===== src/rtl/alu_writeback_stage_pkg.sv =====
// Shared constants and types for the ALU writeback stage: datapath widths,
// the queued entry layout and the status-flag parity helper.
package alu_writeback_stage_pkg;

    localparam int WORD_SIZE    = 19;
    localparam int REG_ADDR_W   = 4;
    localparam int DEPTH        = 2;
    localparam int RETIRE_CNT_W = 16;

    typedef struct packed {
        logic [WORD_SIZE-1:0]  result;
        logic [REG_ADDR_W-1:0] rd;
        logic                  wb_en;
    } wb_entry_t;

    function automatic logic odd_parity(input logic [WORD_SIZE-1:0] word);
        return ^word;
    endfunction

endpackage


===== src/rtl/alu_writeback_stage_if.sv =====
// Result-capture and register-file write handshake bundle of the writeback stage.
interface alu_writeback_stage_if;

    logic                                          in_valid;
    logic                                          in_ready;
    logic [alu_writeback_stage_pkg::WORD_SIZE-1:0]  in_result;
    logic [alu_writeback_stage_pkg::REG_ADDR_W-1:0] in_rd;
    logic                                          in_wb_en;
    logic                                          wr_valid;
    logic                                          wr_ready;
    logic [alu_writeback_stage_pkg::REG_ADDR_W-1:0] wr_addr;
    logic [alu_writeback_stage_pkg::WORD_SIZE-1:0]  wr_data;

    modport master (
        output in_valid, in_result, in_rd, in_wb_en, wr_ready,
        input  in_ready, wr_valid, wr_addr, wr_data
    );

    modport slave (
        input  in_valid, in_result, in_rd, in_wb_en, wr_ready,
        output in_ready, wr_valid, wr_addr, wr_data
    );

endinterface


===== src/rtl/alu_writeback_stage_flag_calc.sv =====
// Combinational zero / sign / odd-parity flag derivation for one result word.
module wb_flag_calc
    import alu_writeback_stage_pkg::*;
(
    input  logic [WORD_SIZE-1:0] i_word,
    output logic                 o_z,
    output logic                 o_n,
    output logic                 o_p
);

    assign o_z = (i_word == {WORD_SIZE{1'b0}});
    assign o_n = i_word[WORD_SIZE-1];
    assign o_p = odd_parity(i_word);

endmodule


===== src/rtl/alu_writeback_stage.sv =====
// Two-entry in-order writeback queue: drives the register-file write port,
// retires flags and counts retirements, and offers a bypass lookup on pending results.
module alu_writeback_stage
    import alu_writeback_stage_pkg::*;
(
    input  logic                    clk,
    input  logic                    rst_n,
    alu_writeback_stage_if.slave    bus,
    input  logic [REG_ADDR_W-1:0]   i_fwd_rd,
    output logic                    o_fwd_hit,
    output logic [WORD_SIZE-1:0]    o_fwd_data,
    output logic                    o_flag_z,
    output logic                    o_flag_n,
    output logic                    o_flag_p,
    output logic [1:0]              o_count,
    output logic [RETIRE_CNT_W-1:0] o_retired
);

    // r_ent0 is always the head (oldest); r_ent1 is only meaningful when full
    wb_entry_t               r_ent0;
    wb_entry_t               r_ent1;
    logic [1:0]              r_count;
    logic                    r_flag_z;
    logic                    r_flag_n;
    logic                    r_flag_p;
    logic [RETIRE_CNT_W-1:0] r_retired;

    wb_entry_t  w_new;
    wb_entry_t  w_ent0_nxt;
    wb_entry_t  w_ent1_nxt;
    logic [1:0] w_count_nxt;
    logic       w_head_valid;
    logic       w_tail_valid;
    logic       w_push;
    logic       w_pop;
    logic       w_z;
    logic       w_n;
    logic       w_p;

    assign w_head_valid = (r_count != 2'd0);
    assign w_tail_valid = (r_count == 2'd2);
    assign bus.in_ready = (r_count < 2'd2);
    assign w_push       = bus.in_valid && bus.in_ready;
    assign w_pop        = w_head_valid && (bus.wr_ready || !r_ent0.wb_en);

    assign w_new.result = bus.in_result;
    assign w_new.rd     = bus.in_rd;
    assign w_new.wb_en  = bus.in_wb_en;

    assign bus.wr_valid = w_head_valid && r_ent0.wb_en;
    assign bus.wr_addr  = w_head_valid ? r_ent0.rd     : {REG_ADDR_W{1'b0}};
    assign bus.wr_data  = w_head_valid ? r_ent0.result : {WORD_SIZE{1'b0}};

    assign o_count   = r_count;
    assign o_retired = r_retired;
    assign o_flag_z  = r_flag_z;
    assign o_flag_n  = r_flag_n;
    assign o_flag_p  = r_flag_p;

    wb_flag_calc u_flag_calc (
        .i_word (r_ent0.result),
        .o_z    (w_z),
        .o_n    (w_n),
        .o_p    (w_p)
    );

    // Queue next-state; push+pop can only coincide at count=1, so the new entry becomes head
    always_comb begin
        w_ent0_nxt  = r_ent0;
        w_ent1_nxt  = r_ent1;
        w_count_nxt = r_count;
        case ({w_push, w_pop})
            2'b10: begin
                if (r_count == 2'd0) begin
                    w_ent0_nxt = w_new;
                end else begin
                    w_ent1_nxt = w_new;
                end
                w_count_nxt = r_count + 2'd1;
            end
            2'b01: begin
                w_ent0_nxt  = r_ent1;
                w_count_nxt = r_count - 2'd1;
            end
            2'b11: begin
                w_ent0_nxt = w_new;
            end
            default: begin
                w_count_nxt = r_count;
            end
        endcase
    end

    // Bypass lookup: the younger tail entry takes priority over the head
    always_comb begin
        o_fwd_hit  = 1'b0;
        o_fwd_data = {WORD_SIZE{1'b0}};
        if (w_tail_valid && r_ent1.wb_en && (r_ent1.rd == i_fwd_rd)) begin
            o_fwd_hit  = 1'b1;
            o_fwd_data = r_ent1.result;
        end else if (w_head_valid && r_ent0.wb_en && (r_ent0.rd == i_fwd_rd)) begin
            o_fwd_hit  = 1'b1;
            o_fwd_data = r_ent0.result;
        end else begin
            o_fwd_hit  = 1'b0;
            o_fwd_data = {WORD_SIZE{1'b0}};
        end
    end

    // Queue storage, occupancy, retire flags and retirement counter
    always_ff @(posedge clk) begin
        if (!rst_n) begin
            r_ent0    <= '{result: {WORD_SIZE{1'b0}}, rd: {REG_ADDR_W{1'b0}}, wb_en: 1'b0};
            r_ent1    <= '{result: {WORD_SIZE{1'b0}}, rd: {REG_ADDR_W{1'b0}}, wb_en: 1'b0};
            r_count   <= 2'd0;
            r_flag_z  <= 1'b0;
            r_flag_n  <= 1'b0;
            r_flag_p  <= 1'b0;
            r_retired <= {RETIRE_CNT_W{1'b0}};
        end else begin
            r_ent0  <= w_ent0_nxt;
            r_ent1  <= w_ent1_nxt;
            r_count <= w_count_nxt;
            if (w_pop) begin
                r_flag_z  <= w_z;
                r_flag_n  <= w_n;
                r_flag_p  <= w_p;
                r_retired <= r_retired + {{(RETIRE_CNT_W-1){1'b0}}, 1'b1};
            end
        end
    end

endmodule


===== src/flat_wrapper.sv =====
// flat-port wrapper written by rule: the top's interface ports become plain ports
module alu_writeback_stage_flat import alu_writeback_stage_pkg::*;
  (clk, rst_n, i_fwd_rd, o_fwd_hit, o_fwd_data, o_flag_z, o_flag_n, o_flag_p, o_count, o_retired, bus_in_valid, bus_in_result, bus_in_rd, bus_in_wb_en, bus_wr_ready, bus_in_ready, bus_wr_valid, bus_wr_addr, bus_wr_data);
  alu_writeback_stage_if bus_i ();
  input  logic clk;
  input  logic rst_n;
  input  logic [REG_ADDR_W-1:0] i_fwd_rd;
  output logic o_fwd_hit;
  output logic [WORD_SIZE-1:0] o_fwd_data;
  output logic o_flag_z;
  output logic o_flag_n;
  output logic o_flag_p;
  output logic [1:0] o_count;
  output logic [RETIRE_CNT_W-1:0] o_retired;
  input wire logic [$bits(bus_i.in_valid)-1:0] bus_in_valid;
  input wire logic [$bits(bus_i.in_result)-1:0] bus_in_result;
  input wire logic [$bits(bus_i.in_rd)-1:0] bus_in_rd;
  input wire logic [$bits(bus_i.in_wb_en)-1:0] bus_in_wb_en;
  input wire logic [$bits(bus_i.wr_ready)-1:0] bus_wr_ready;
  output wire logic [$bits(bus_i.in_ready)-1:0] bus_in_ready;
  output wire logic [$bits(bus_i.wr_valid)-1:0] bus_wr_valid;
  output wire logic [$bits(bus_i.wr_addr)-1:0] bus_wr_addr;
  output wire logic [$bits(bus_i.wr_data)-1:0] bus_wr_data;
  assign bus_i.in_valid = bus_in_valid;
  assign bus_i.in_result = bus_in_result;
  assign bus_i.in_rd = bus_in_rd;
  assign bus_i.in_wb_en = bus_in_wb_en;
  assign bus_i.wr_ready = bus_wr_ready;
  assign bus_in_ready = bus_i.in_ready;
  assign bus_wr_valid = bus_i.wr_valid;
  assign bus_wr_addr = bus_i.wr_addr;
  assign bus_wr_data = bus_i.wr_data;
  alu_writeback_stage u_core (.clk(clk), .rst_n(rst_n), .bus(bus_i), .i_fwd_rd(i_fwd_rd), .o_fwd_hit(o_fwd_hit), .o_fwd_data(o_fwd_data), .o_flag_z(o_flag_z), .o_flag_n(o_flag_n), .o_flag_p(o_flag_p), .o_count(o_count), .o_retired(o_retired));
endmodule

===== config.mk =====
export PLATFORM = sky130hd
export DESIGN_NAME = alu_writeback_stage_flat
export DESIGN_NICKNAME = d
export VERILOG_FILES = /design/src/rtl/alu_writeback_stage_pkg.sv /design/src/rtl/alu_writeback_stage_if.sv /design/src/rtl/alu_writeback_stage_flag_calc.sv /design/src/rtl/alu_writeback_stage.sv /design/src/flat_wrapper.sv
export SDC_FILE = /design/constraint.sdc
export NUM_CORES = 1
export LEC_CHECK = 0
export CORE_MARGIN = 5
export CORE_UTILIZATION = 30
export DETAILED_ROUTE_END_ITERATION = 7
export PLACE_DENSITY = 0.66
export SYNTH_ARGS = -nofsm -noshare
export SYNTH_HDL_FRONTEND = slang
export SYNTH_HIERARCHICAL = 1
export SYNTH_SLANG_ARGS = --single-unit

===== constraint.sdc =====
create_clock -name clk -period 2.2 [get_ports clk]
set_input_delay 0.44 -clock clk [delete_from_list [all_inputs] [get_ports clk]]
set_output_delay 0.44 -clock clk [all_outputs]
set_load 0.02 [all_outputs]

## Yosys cells after proc, flatten, opt, wreduce, memory -nomap -nowiden

Cells that the tools add are included.

| operators by class | value |
|---|---|
| $add $sub $neg | 3 |
| order comparisons | 1 |
| div/mod/pow operators | 0 |
| shift-type cells | 0 |
| bitwise operators | 1 |
| reductions and logical operators | 16 |
| multiply operators | 0 |
| multiplexer cells | 9 |
| equality and inequality tests | 7 |

Operators with widths:

| operator | count |
|---|---|
| 24-bit case mux with 3 select lines | 1 |
| 19-bit 2-to-1 mux | 3 |
| 24-bit 2-to-1 mux | 1 |
| 19-bit logical NOT | 1 |
| 19-bit XOR reduction | 1 |
| 16-bit by 1-bit adder with 16-bit output (second input constant) | 1 |
| 4-bit equality test | 2 |
| 2-bit equality test (second input constant) | 3 |
| 1-bit logical AND | 6 |
| 4-bit 2-to-1 mux | 1 |
| 2-bit case mux with 2 select lines | 1 |
| 2-bit AND reduction | 2 |
| 2-bit nonzero test | 2 |
| 3-bit nonzero test | 1 |
| 2-bit by 1-bit adder with 2-bit output (second input constant) | 1 |
| 2-bit by 1-bit equality test with 1-bit output (second input constant) | 1 |
| 2-bit logical NOT | 1 |
| 2-bit < comparator (second input constant) | 1 |
| 1-bit 2-to-1 mux | 2 |
| 2-bit by 1-bit inequality test with 1-bit output (second input constant) | 1 |
| 2-bit by 1-bit subtractor with 2-bit output (second input constant) | 1 |
| 1-bit logical NOT | 1 |
| 1-bit logical OR | 1 |
| 1-bit inverter | 1 |

| storage, ports and cells | value |
|---|---|
| memories kept | 0 |
| bits in latches | 0 |
| ROM bits | 0 |
| register bits after elaboration | 69 |
| input port bits | 32 |
| RAM bits | 0 |

## Logic depth before layout (Yosys ltp)

Gate-level depths: netlist of the first run.

| logic depth | value |
|---|---|
| depth after elaboration | 6 |
| gate-level depth with buffers | 9 |
| gate-level depth less buffers | 7 |

## Hierarchy

The synthesis of the first run kept the hierarchy.

Modules (own cells, without submodules):

| module | times used | cells each | area each (sq um) |
|---|---|---|---|
| alu_writeback_stage | 1 | 433 | 3,500.9 |
| wb_flag_calc | 1 | 40 | 302.8 |

## Least setup slack after synthesis of the first run

Ideal clock, no wire load.

| path | value |
|---|---|
| path kind | register to register |
| from | register u_core.r_count[0] (netlist: u_core/o_count[0]) |
| to | register u_core/r_ent0[10] in the netlist's numbering |
| clock period less this slack | 2.555 ns |
| stages on the path, launching flop included | 10 |
| slack | -0.355 ns |
| required time | 2.062 ns |
| arrival time | 2.417 ns |
| library setup time | 0.138 ns |
| cells stage by stage | dfxtp_1 -> or2_2 -> buf_2 -> nand2_1 -> inv_1 -> ha_1 -> clkbuf_1 -> clkbuf_1 -> mux2i_1 -> a211oi_1 |

| between the ends | value |
|---|---|
| word-level cells in the longest chain between the ends | 5 |
| elaborated cells between the ends (all ways) | 12 |
| classes of those cells | order compare (1); eq/ne (4); mux (1); reduce/logical (6) |

Ends and longest elaborated chain:

| element | RTL line | text |
|---|---|---|
| start, declared | alu_writeback_stage.sv:22 | `logic [1:0] r_count;` |
| start signal, assigned | alu_writeback_stage.sv:123 | `r_count <= w_count_nxt;` |
| 2-bit nonzero test (*) | alu_writeback_stage.sv:40 | `assign w_head_valid = (r_count != 2'd0);` |
| 1-bit logical AND (*) | alu_writeback_stage.sv:44 | `assign w_pop = w_head_valid && (bus.wr_ready \|\| !r_ent0.wb_en);` |
| via u_core.w_pop | alu_writeback_stage.sv:35 | `logic w_pop;` |
| 2-bit equality test or 2-bit by 1-bit equality test with 1-bit output (tied branches) | alu_writeback_stage.sv:72 | `case ({w_push, w_pop})` |
| 2-bit by 1-bit inequality test with 1-bit output (no source line) or 3-bit nonzero test (tied branches) | -- |  |
| 2-bit AND reduction (no source line) | -- |  |
| end signal, assigned | alu_writeback_stage.sv:113 | `r_ent0 <= '{result: {WORD_SIZE{1'b0}}, rd: {REG_ADDR_W{1'b0}}, wb_en: 1'b0};` |
| end signal, assigned | alu_writeback_stage.sv:121 | `r_ent0 <= w_ent0_nxt;` |
| end, declared | alu_writeback_stage.sv:20 | `wb_entry_t r_ent0;` |

The timed path passes the listed nets; every way through them passes the cells marked *.
A chain may end at the register's enable or synchronous reset.

## Worst setup path after layout of the first run

| path | value |
|---|---|
| from | input i_fwd_rd[0] |
| to | output o_fwd_data[16] |

| between the ends | value |
|---|---|
| word-level cells in the longest chain between the ends | 4 |
| elaborated cells between the ends (all ways) | 6 |
| classes of those cells | eq/ne (2); mux (2); reduce/logical (2) |

Ends and longest elaborated chain:

| element | RTL line | text |
|---|---|---|
| start, declared | flat_wrapper.sv:7 | `input logic [REG_ADDR_W-1:0] i_fwd_rd;` |
| 4-bit equality test | alu_writeback_stage.sv:101 | `end else if (w_head_valid && r_ent0.wb_en && (r_ent0.rd == i_fwd_rd)) begin` |
| 1-bit logical AND | alu_writeback_stage.sv:101 |  |
| 19-bit 2-to-1 mux | alu_writeback_stage.sv:101 |  |
| 19-bit 2-to-1 mux (*) | alu_writeback_stage.sv:98 | `if (w_tail_valid && r_ent1.wb_en && (r_ent1.rd == i_fwd_rd)) begin` |
| end, declared | flat_wrapper.sv:9 | `output logic [WORD_SIZE-1:0] o_fwd_data;` |

Mark *: on every way between the ends. The rest lies on a longest branch, timed or not.

==> flow_summary_export.csv, run 1 <==
group,metric,value,unit
synth,post_synth_main_area_contributors,"sky130_fd_sc_hd__dfxtp_1 (36%), sky130_fd_sc_hd__nand2_1 (6.5%), sky130_fd_sc_hd__mux2i_1 (6.3%), sky130_fd_sc_hd__mux2_2 (5.9%), sky130_fd_sc_hd__nor2_1 (5.0%)",
hold_path,min_from,"u_core/o_flag_z",
finish,layout_cells_excl_fill,756,
power,max-vdd-ir-drop,0.496,mV
global_route,first_global_vias,3802,
clock_network,clkLatencyLatePin,0.33,ns
drt,drt-pass1-iter-count,4,
global_route,number_of_antenna_violations_at_the_first_check_in_global_routing,0,
hold_path,min_to,"u_core/o_flag_z",
finish,num-nets-final,624,
synth,synth_fp_nets,517,
timing,timing_worst_slew_pin_value,0.446,ns
setup_path,r2r_start,"u_core/o_count[0]",
floorplanning,io_pins,98,
finish,antenna_cells,0,
timing,fin_ws,-0.0249,ns
finish,final_layout_size_suffix_gt1_share,20.9,%
setup_path,worstPathMaxFanout,10,
timing,worst_slew_margin_rel,70.2,%
timing,slew_viol_final,0,
floorplanning,core-area,12500,µm²
timing,grt_setup_unrepaired,"true",
synth,ys.warnings.count,6,
synth,synth-seq-area-share,36.3,%
global_route,grt_max_degree,70,
synth,netlist.area_leader.share,36.3,%
floorplanning,die_area,15000,µm²
setup_path,crit_required,1.76,ns
setup_path,worst-setup-path-type,"primary input to output pin",
placed_design,dp_hpwl,7980,µm
status,outcome,"complete, but fails checks",
clock_network,cts-buffers-inserted,9,
setup_path,rr_worst_depth,9,
power,total_power,5.98,mW
setup_path,ff2ff_setup_slack,0.17,ns
flow_run,cap_viol_max_count,0,
drt,dr.first_iter.drc_count,179,
power,powerDensity,1080,nW/µm²
floorplanning,chipWidth,123,µm
setup_path,worst_ep_arrival_time,1.78,ns
timing,fin_setup_tns,-0.204,ns
floorplanning,floorplan.initialDensity,30.4,%
finish,multi_input_comb_area,2220,µm²
finish,top_library_cells_by_usage_in_the_layout_fill_and_taps_aside,"sky130_fd_sc_hd__nand2_1 (66), sky130_fd_sc_hd__dfxtp_1 (66), sky130_fd_sc_hd__clkdlybuf4s50_1 (51), sky130_fd_sc_hd__nor2_1 (51), sky130_fd_sc_hd__a21oi_1 (37)",
status,failed_checks,"negative setup slack",
global_route,overflow,0,
clock_network,clock_tree_from_tritoncts,"done",
timing,max_freq,449,MHz
clock_network,cts_max_level,3,
timing,finalHoldViolCount,0,
timing,finalHoldWorstSlack,0.462,ns
clock_network,cts_max_path_buffers,2,
timing,fin_skew,0.0116,ns
placed_design,post-place-cells,738,
setup_path,worst_r2r_endpoint,"u_core/r_ent0[6]",
placed_design,placement.setup.worst_slack,-0.725,ns
placed_design,port_buffers,97,
hold_path,worstHoldPathType,"flop to flop",
drt,post_drt_via_cell_ratio,4.86,
timing,timing.final.setup_violations,13,
setup_path,timing.critical_path.from_type,"primary input",
floorplanning,chipHeight,123,µm
finish,regArea,1390,µm²
synth,syn_avg_cell_area,8.04,µm²
setup_path,cp-end-kind,"output pin",
clock_network,ctsHoldBuffers,0,
global_route,overall_global_routing_resource_usage,15.9,%
synth,synth_cell_types,38,
floorplanning,placement_rows,41,
synth,synth_seq_cells,69,
synth,postSynthCellCount,473,
drt,drt_wl_total,11500,µm
clock_network,clock_sink_count,69,
synth,netlist.top_cell.by_area,"sky130_fd_sc_hd__dfxtp_1",
timing,finalCriticalPeriod,2.22,ns
drt,routed-via-count,3673,
timing,timing.final.crit_share,101,%
clock_network,clock_tree.root_cell,"sky130_fd_sc_hd__clkbuf_16",
placed_design,finalWeightedCongestion,0.748,
global_route,grt_pass1_wl,18800,µm
drt,detail_route.wl_per_cell,15.2,µm
drt,ant_nets,0,
synth,synth_area,3800,µm²
finish,final.fill_count,1268,
hold_path,timing.hold.worst_path_depth,2,
clock_network,clk_pin_slew,0.06,ns
power,power_leakage,2.13,nW
drt,remaining_drc_errors,0,
finish,flow.area_growth_from_synthesis,45.8,%
==> worst max-delay path: stages <==
cell	delay, ns
sky130_fd_sc_hd__clkdlybuf4s15_2	0.21
sky130_fd_sc_hd__xor2_1	0.14
sky130_fd_sc_hd__nor3_1	0.13
sky130_fd_sc_hd__nand4_1	0.12
sky130_fd_sc_hd__buf_6	0.16
sky130_fd_sc_hd__buf_12	0.15
sky130_fd_sc_hd__mux2_2	0.28
sky130_fd_sc_hd__buf_6	0.13
==> flip-flops by register name (all words and copies together), names as in the netlist <==
name              cells
u_core/o_flag_n       1
u_core/o_retired     16
u_core/o_flag_p       1
u_core/r_ent0        24
u_core/o_count        2
u_core/o_flag_z       1
u_core/r_ent1        24
==> cells in the mapped netlist, drive strengths merged <==
| library cell | count |
|---|---|
| and2b | 1 |
| or2 | 1 |
| nand2b | 1 |
| clkinv | 1 |
| dfxtp | 69 |
| ha | 12 |
| o31ai | 5 |
| and4 | 1 |
| xnor2 | 18 |
| nor2 | 52 |
| nor4 | 1 |
| clkbuf | 26 |
| nor4b | 1 |
| nand3 | 25 |
| nand2 | 66 |
| a211oi | 24 |
| and2 | 24 |
| o21ai | 5 |
| nand4 | 5 |
| mux2i | 24 |
| mux2 | 20 |
| nand4b | 1 |
| or3 | 5 |
| and3 | 2 |
| xor2 | 6 |
| nor3 | 3 |
| or4 | 5 |
| xnor3 | 1 |
| o21a | 1 |
| inv | 23 |
| buf | 7 |
| a21oi | 37 |
==> worst max-delay path by stage <==
stage | endpoint | start | slack (ns)
floorplan | u_core/r_ent0[10] | u_core/o_count[0] | 0.01
global placement | o_fwd_data[10] | i_fwd_rd[0] | -0.70
detailed placement | o_fwd_data[13] | i_fwd_rd[0] | -0.72
CTS | o_fwd_data[18] | u_core/r_ent1[1] | -0.04
global route | o_fwd_data[13] | u_core/r_ent1[1] | -0.16
finish | o_fwd_data[16] | i_fwd_rd[0] | -0.02
==> repair_timing <==
action                     in CTS  in global routing
setup endpoints to repair      42                 40
setup buffers                   1                  0
resized for setup             196                 14
gates cloned                    2                  0
pin swaps                       3                  0
==> layer usage <==
layer | global-route usage (%) | wire length (µm) | vias up
li1 | - | - | 1822
met1 | 19.6 | 5310 | 1726
met2 | 26.9 | 5420 | 106
met3 | 4.38 | 582 | 19
met4 | 5.11 | 189 | 0
met5 | 0 | 0 | -
==> where the power goes <==
group          leakage (nW)  switching [mW]  internal, mW
clock network         0.147           0.555         0.986
registers             0.565           0.207          1.49
logic                  1.42            1.45          1.29
total                  2.13            2.22          3.77
==> logic make-up after synthesis <==
family | after synthesis | synth area share (%)
simple gates | 194 | 23.8
buf+inv | 57 | 5.99
fa+ha+maj | 12 | 3.95
flops | 69 | 36.3
compound gates | 72 | 11.4
xor+xnor | 25 | 6.32
mux | 44 | 12.2
==> area by class of cell <==
| cell class | instances | area share, % |
|---|---|---|
| Timing Repair Buffer | 129 | 23.9 |
| Clock buffer | 9 | 4.06 |
| Sequential cell | 69 | 25.0 |
| Multi-Input combinational cell | 347 | 40.0 |
| Inverter | 24 | 1.62 |
| Clock inverter | 6 | 1.60 |
| Tap cell | 172 | 3.88 |
==> per-stage QoR <==
| step | util [%] | cell area, µm² |
|---|---|---|
| after CTS | 44.9 | 5630 |
| after global routing | 44.3 | 5550 |
| after floorplan | - | 3810 |
| after detailed placement | 41.6 | 5200 |
| final | 44.3 | 5550 |
| after global placement | 41.6 | 5200 |
No activity file was read; power rests on OpenSTA's default activity.
==> inputs of run 2 (changes only) <==
--- a/config.mk
+++ b/config.mk
@@ -6,9 +6,10 @@
 export NUM_CORES = 1
 export LEC_CHECK = 0
 export CORE_MARGIN = 5
-export CORE_UTILIZATION = 30
+export CORE_UTILIZATION = 45
 export DETAILED_ROUTE_END_ITERATION = 7
-export PLACE_DENSITY = 0.66
+export PLACE_DENSITY = 0.88
+export SLEW_MARGIN = 20
 export SYNTH_ARGS = -nofsm -noshare
 export SYNTH_HDL_FRONTEND = slang
 export SYNTH_HIERARCHICAL = 1
==> flow_summary_export.csv, run 2 (synthesized netlist as in run 1, its figures left out) <==
group,metric,value,unit
setup_path,worst-setup-path-type,"flop to output pin",
placed_design,finalWeightedCongestion,0.842,
drt,remaining_drc_errors,0,
floorplanning,io_pins,98,
timing,worst_slew_margin_rel,74.8,%
status,failed_checks,"negative setup slack",
timing,grt_setup_unrepaired,"true",
timing,fin_ws,-0.181,ns
drt,detail_route.wl_per_cell,15.8,µm
placed_design,dpl_cell_area,5100,µm²
setup_path,worst_ep_arrival_time,1.94,ns
power,power_leakage,2.12,nW
clock_network,cts_max_path_buffers,2,
clock_network,clkLatencyLatePin,0.35,ns
floorplanning,placement_rows,33,
setup_path,critical-path-max-stage-delay,0.33,ns
status,outcome,"complete, but fails checks",
floorplanning,floorplan.initialDensity,46.3,%
power,total_power,5.34,mW
finish,flow.area_growth_from_synthesis,39.8,%
setup_path,timing.critical_path.slowest_stage_cell,"sky130_fd_sc_hd__dfxtp_2",
finish,final.fill_count,677,
flow_run,cap_viol_max_count,0,
timing,fin_skew,0.00998,ns
clock_network,clk_pin_slew,0.08,ns
timing,fin_setup_tns,-2.26,ns
clock_network,ctsHoldBuffers,0,
finish,final_design_area_no_fill,5320,µm²
global_route,grt_max_degree,53,
drt,routed-via-count,3696,
floorplanning,chipHeight,102,µm
clock_network,clock_tree_from_tritoncts,"done",
setup_path,worst_path_most_repeated_cell,"sky130_fd_sc_hd__buf_6",
setup_path,timing.critical_path.from_type,"flop",
power,max-vdd-ir-drop,0.440,mV
global_route,number_of_antenna_violations_at_the_first_check_in_global_routing,0,
drt,dr.first_iter.drc_count,172,
setup_path,worst-path-buf-inv,3,
timing,timing.final.crit_share,108,%
clock_network,clock_sink_count,69,
placed_design,dp_hpwl,7880,µm
global_route,grt_pass1_wl,17500,µm
floorplanning,die_area,10400,µm²
floorplanning,core-area,8220,µm²
drt,ant_nets,0,
timing,max_freq,420,MHz
drt,post_drt_via_cell_ratio,5.30,
timing,timing.final.setup_violations,19,
clock_network,clock_tree.root_cell,"sky130_fd_sc_hd__clkbuf_8",
timing,finalCriticalPeriod,2.38,ns
power,powerDensity,1000,nW/µm²
clock_network,cts-buffers-inserted,9,
timing,slew_viol_final,0,
timing,timing_worst_slew_pin_value,0.376,ns
drt,drt-pass1-iter-count,4,
placed_design,port_buffers,97,
finish,num-nets-final,631,
setup_path,crit_chain,"xor2_1 > nor3_1 > nand4_1 > buf_6 > buf_4 > mux2_4 > buf_6",
finish,top_library_cells_by_usage_in_the_layout_fill_and_taps_aside,"sky130_fd_sc_hd__nand2_1 (66), sky130_fd_sc_hd__dfxtp_1 (66), sky130_fd_sc_hd__nor2_1 (51)",
global_route,first_global_vias,3585,
floorplanning,chipWidth,102,µm
setup_path,cp-end-kind,"output pin",
timing,finalHoldWorstSlack,0.466,ns
setup_path,cp_top_family,"buffers and inverters",
clock_network,cts_max_level,3,
setup_path,worstPathMaxFanout,8,
finish,antenna_cells,0,
timing,finalHoldViolCount,0,
drt,drt_wl_total,11000,µm
hold_path,worstHoldPathType,"flop to flop",
setup_path,crit_required,1.76,ns
global_route,overall_global_routing_resource_usage,21.2,%
finish,final_layout_size_suffix_gt1_share,21.1,%
placed_design,placement.setup.worst_slack,-0.720,ns
global_route,overflow,0,
-- run 2: changes by cell type in the layout (fill, tap and decap cells not counted), sizes merged --
cell           previous run  this run
bufinv                    2         0
dlymetal6s2s              0         1
buf                      65        78
clkdlybuf4s15            10         4
clkdlybuf4s50            51        50
clkinv                    2         1
clkbuf                    9        13
-- run 2: worst min-delay path, delay by kind of cell, from the launching register on --
| kind | cells | cell delay [ns] |
|---|---|---|
| AND/OR/NAND/NOR | 1 | 0.05 |
| flip-flops | 1 | 0.32 |
| AO/OA/AOI/OAI | 1 | 0.06 |
-- run 2: path summary, 6_finish.rpt --
| kind | from | to | slack [ns] | cells past startpoint |
|---|---|---|---|---|
| setup / recovery | u_core/r_ent1[1] | o_fwd_data[16] | -0.18 | 7 |
| setup reg to reg | u_core/o_count[0] | u_core/o_count[1] | 0.10 | 9 |
| hold reg to reg | u_core/o_flag_n | u_core/o_flag_n | 0.47 | 2 |
| hold / removal | u_core/o_flag_n | u_core/o_flag_n | 0.47 | 2 |
-- run 2: repair_timing --
item / in CTS / in global routing
buffers inserted: 8 / 1
pin swaps: 2 / 1
gates cloned: 1 / 0
gates resized for setup: 186 / 42
endpoints found under the setup margin: 43 / 45
hold endpoints to repair: 0 / 0
-- run 2: area by class of cell --
| class | instances | area [µm²] | share of cell area [%] |
|---|---|---|---|
| clock buffer | 13 | 159 | 2.99 |
| sequential | 69 | 1390 | 26.1 |
| multi-input combinational | 347 | 2230 | 41.9 |
| inverter | 24 | 90.1 | 1.69 |
| tap | 105 | 131 | 2.47 |
| timing repair buffer | 136 | 1300 | 24.5 |
| clock inverter | 3 | 20.0 | 0.377 |
-- run 2: stage by stage --
stage	instances	util (%)
floorplan	473	-
global placement	673	62.1
global route	697	64.7
detailed placement	673	62.1
finish	697	64.7
CTS	698	65.4
-- run 2: per-layer routing --
layer	global-route usage, %	share of wire (%)
met5	0	0
met1	27.1	43
met3	3.82	5.4
met2	35.5	50
met4	8.58	1.3
-- run 2: power by group --
part           internal [mW]  total [mW]  switching (mW)
combinational           1.27        2.69            1.41
sequential              1.49        1.70           0.213
clock                  0.470       0.957           0.487
==> inputs of run 3 (changes only) <==
--- a/config.mk
+++ b/config.mk
@@ -14,3 +14,4 @@
 export SYNTH_HDL_FRONTEND = slang
 export SYNTH_HIERARCHICAL = 1
 export SYNTH_SLANG_ARGS = --single-unit
+export TNS_END_PERCENT = 1
==> flow_summary_export.csv, run 3 (synthesized netlist as in run 1, its figures left out) <==
group,metric,value,unit
timing,finalHoldViolCount,0,
status,outcome,"complete, but fails checks",
floorplanning,io_pins,98,
power,max-vdd-ir-drop,0.418,mV
placed_design,placement.setup.worst_slack,-0.720,ns
timing,grt_setup_unrepaired,"true",
finish,antenna_cells,0,
setup_path,r2r_start,"u_core/o_count[0]",
finish,final_layout_size_suffix_gt1_share,20.4,%
drt,drt-pass1-iter-count,6,
power,total_switching_power,2.10,mW
power,switching_part_of_the_total,39.4,%
finish,utilization,63.1,%
clock_network,clk_pin_slew,0.07,ns
floorplanning,core-area,8220,µm²
finish,top_library_cells_by_usage_in_the_layout_fill_and_taps_aside,"sky130_fd_sc_hd__nand2_1 (66), sky130_fd_sc_hd__dfxtp_1 (66), sky130_fd_sc_hd__nor2_1 (51)",
floorplanning,floorplan.initialDensity,46.3,%
finish,num-nets-final,626,
setup_path,cp-end-kind,"output pin",
setup_path,worst_ep_arrival_time,1.90,ns
power,p_int,3.23,mW
power,power.share.combinational,50.2,%
drt,dr.first_iter.drc_count,216,
setup_path,timing.critical_path.from_type,"primary input",
timing,worst_slew_margin_rel,73.7,%
timing,timing.final.setup_violations,19,
floorplanning,chipHeight,102,µm
setup_path,cp_top_family,"buffers and inverters",
global_route,grt_max_degree,53,
clock_network,clock_tree.root_cell,"sky130_fd_sc_hd__clkbuf_8",
clock_network,clock_tree_from_tritoncts,"done",
drt,routed-via-count,3766,
clock_network,cts_max_level,3,
hold_path,worstHoldPathType,"flop to flop",
global_route,first_global_vias,3517,
power,power.share.sequential,31.8,%
floorplanning,placement_rows,33,
global_route,overall_global_routing_resource_usage,20.5,%
flow_run,cap_viol_max_count,0,
drt,post_drt_via_cell_ratio,5.44,
clock_network,clkLatencyLatePin,0.35,ns
clock_network,clock_sink_count,69,
timing,slew_viol_final,0,
global_route,overflow,0,
setup_path,worst-setup-path-type,"primary input to output pin",
drt,ant_nets,0,
power,power_leakage,2.07,nW
finish,flow.area_growth_from_synthesis,36.3,%
power,power.clock.fraction,17.9,%
setup_path,worstPathMaxFanout,10,
placed_design,port_buffers,97,
setup_path,critical-path-max-stage-delay,0.30,ns
status,failed_checks,"negative setup slack",
floorplanning,die_area,10400,µm²
power,powerDensity,1030,nW/µm²
clock_network,cts-buffers-inserted,9,
timing,fin_skew,0.0107,ns
timing,max_freq,427,MHz
floorplanning,chipWidth,102,µm
setup_path,crit_chain,"dlygate4sd2_1 > xor2_1 > nor3_1 > nand4_1 > buf_6 > clkbuf_16 > mux2_2 > buf_4",
global_route,number_of_antenna_violations_at_the_first_check_in_global_routing,0,
setup_path,crit_required,1.76,ns
drt,drt_wl_total,10900,µm
clock_network,cts_max_path_buffers,2,
timing,finalCriticalPeriod,2.34,ns
global_route,grt_pass1_wl,17000,µm
drt,detail_route.wl_per_cell,15.8,µm
placed_design,dp_hpwl,7880,µm
setup_path,timing.critical_path.slowest_stage_cell,"sky130_fd_sc_hd__mux2_2",
timing,timing_worst_slew_pin_value,0.393,ns
drt,remaining_drc_errors,0,
clock_network,ctsHoldBuffers,0,
setup_path,cp-startpoint,"i_fwd_rd[0]",
setup_path,worst-path-buf-inv,4,
placed_design,finalWeightedCongestion,0.842,
timing,timing.final.crit_share,106,%
hold_path,min_from,"u_core/o_flag_n",
timing,fin_ws,-0.143,ns
run 3: cell count changes in the layout (fill, tap and decap cells not counted):
cell                              change
sky130_fd_sc_hd__clkdlybuf4s15_1      -1
sky130_fd_sc_hd__o21ai_1              -1
sky130_fd_sc_hd__buf_2               +12
sky130_fd_sc_hd__dlygate4sd2_1        +1
sky130_fd_sc_hd__buf_12               +1
sky130_fd_sc_hd__mux2_4               -8
sky130_fd_sc_hd__mux2_2               +8
sky130_fd_sc_hd__o21ai_0              +1
sky130_fd_sc_hd__clkbuf_16            +1
sky130_fd_sc_hd__buf_6               -17
sky130_fd_sc_hd__buf_4                -2
run 3: layer usage:
metal / up-vias / global-route usage [%] / share of wire (%)
met2: 133 / 33.6 / 49
li1: 1821 / - / -
met1: 1787 / 26.4 / 42
met3: 25 / 3.82 / 5.9
met4: 0 / 9.08 / 2.4
met5: - / 0 / 0
run 3: cell type report:
type                       count  area, µm²
timing repair buffer         131       1200
clock inverter                 3       20.0
fill                         701       3030
multi-input combinational    347       2200
inverter                      24       90.1
clock buffer                  13        159
tap                          105        131
sequential                    69       1390
run 3: repair_timing:
action | 4_1_cts | 5_1_grt
cloned | 0 | 1
gates resized for setup | 146 | 43
endpoints found under the setup margin | 43 | 43
pin swaps | 2 | 0
setup buffers | 0 | 2
run 3: worst register-to-register path: stages (launching register included):
cell and delay, ns:
sky130_fd_sc_hd__dfxtp_2 0.35, sky130_fd_sc_hd__buf_4 0.14, sky130_fd_sc_hd__or2_2 0.33, sky130_fd_sc_hd__buf_6 0.16, sky130_fd_sc_hd__nand2_1 0.11, sky130_fd_sc_hd__inv_1 0.07, sky130_fd_sc_hd__ha_2 0.24, sky130_fd_sc_hd__xnor2_1 0.15
sky130_fd_sc_hd__or3_1 0.32, sky130_fd_sc_hd__a21oi_1 0.14
run 3: final timing paths:
| check | to | slack, ns | cells after the start |
|---|---|---|---|
| worst max register to register | u_core/o_count[1] | 0.11 | 9 |
| worst min register to register | u_core/o_flag_n | 0.47 | 2 |
| worst min-delay path | u_core/o_flag_n | 0.47 | 2 |
| worst max-delay path | o_fwd_data[10] | -0.14 | 8 |
run 3: through the flow:
step | hold WS, ns | std cells | area, µm² | TNS (ns) | total power, mW
2_1_floorplan | 0.446 | 473 | 3810 | 0 | 3.37
3_3_place_gp | 0.442 | 673 | 5100 | -13.71 | 4.37
3_5_place_dp | 0.456 | 673 | 5100 | -14.33 | 4.46
4_1_cts | 0.467 | 689 | 5260 | -1.91 | 5.38
5_1_grt | 0.491 | 692 | 5180 | -2.79 | 5.66
6_report | 0.465 | 692 | 5180 | -1.73 | 5.34
run 3: power groups by stage:
stage / Clock [mW] / Combinational (mW) / Sequential, mW
floorplan: 0 / 1.66 / 1.72
global placement: 0 / 2.66 / 1.71
detailed placement: 0 / 2.74 / 1.72
CTS: 0.970 / 2.72 / 1.69
global route: 1.03 / 2.90 / 1.73
finish: 0.957 / 2.68 / 1.70
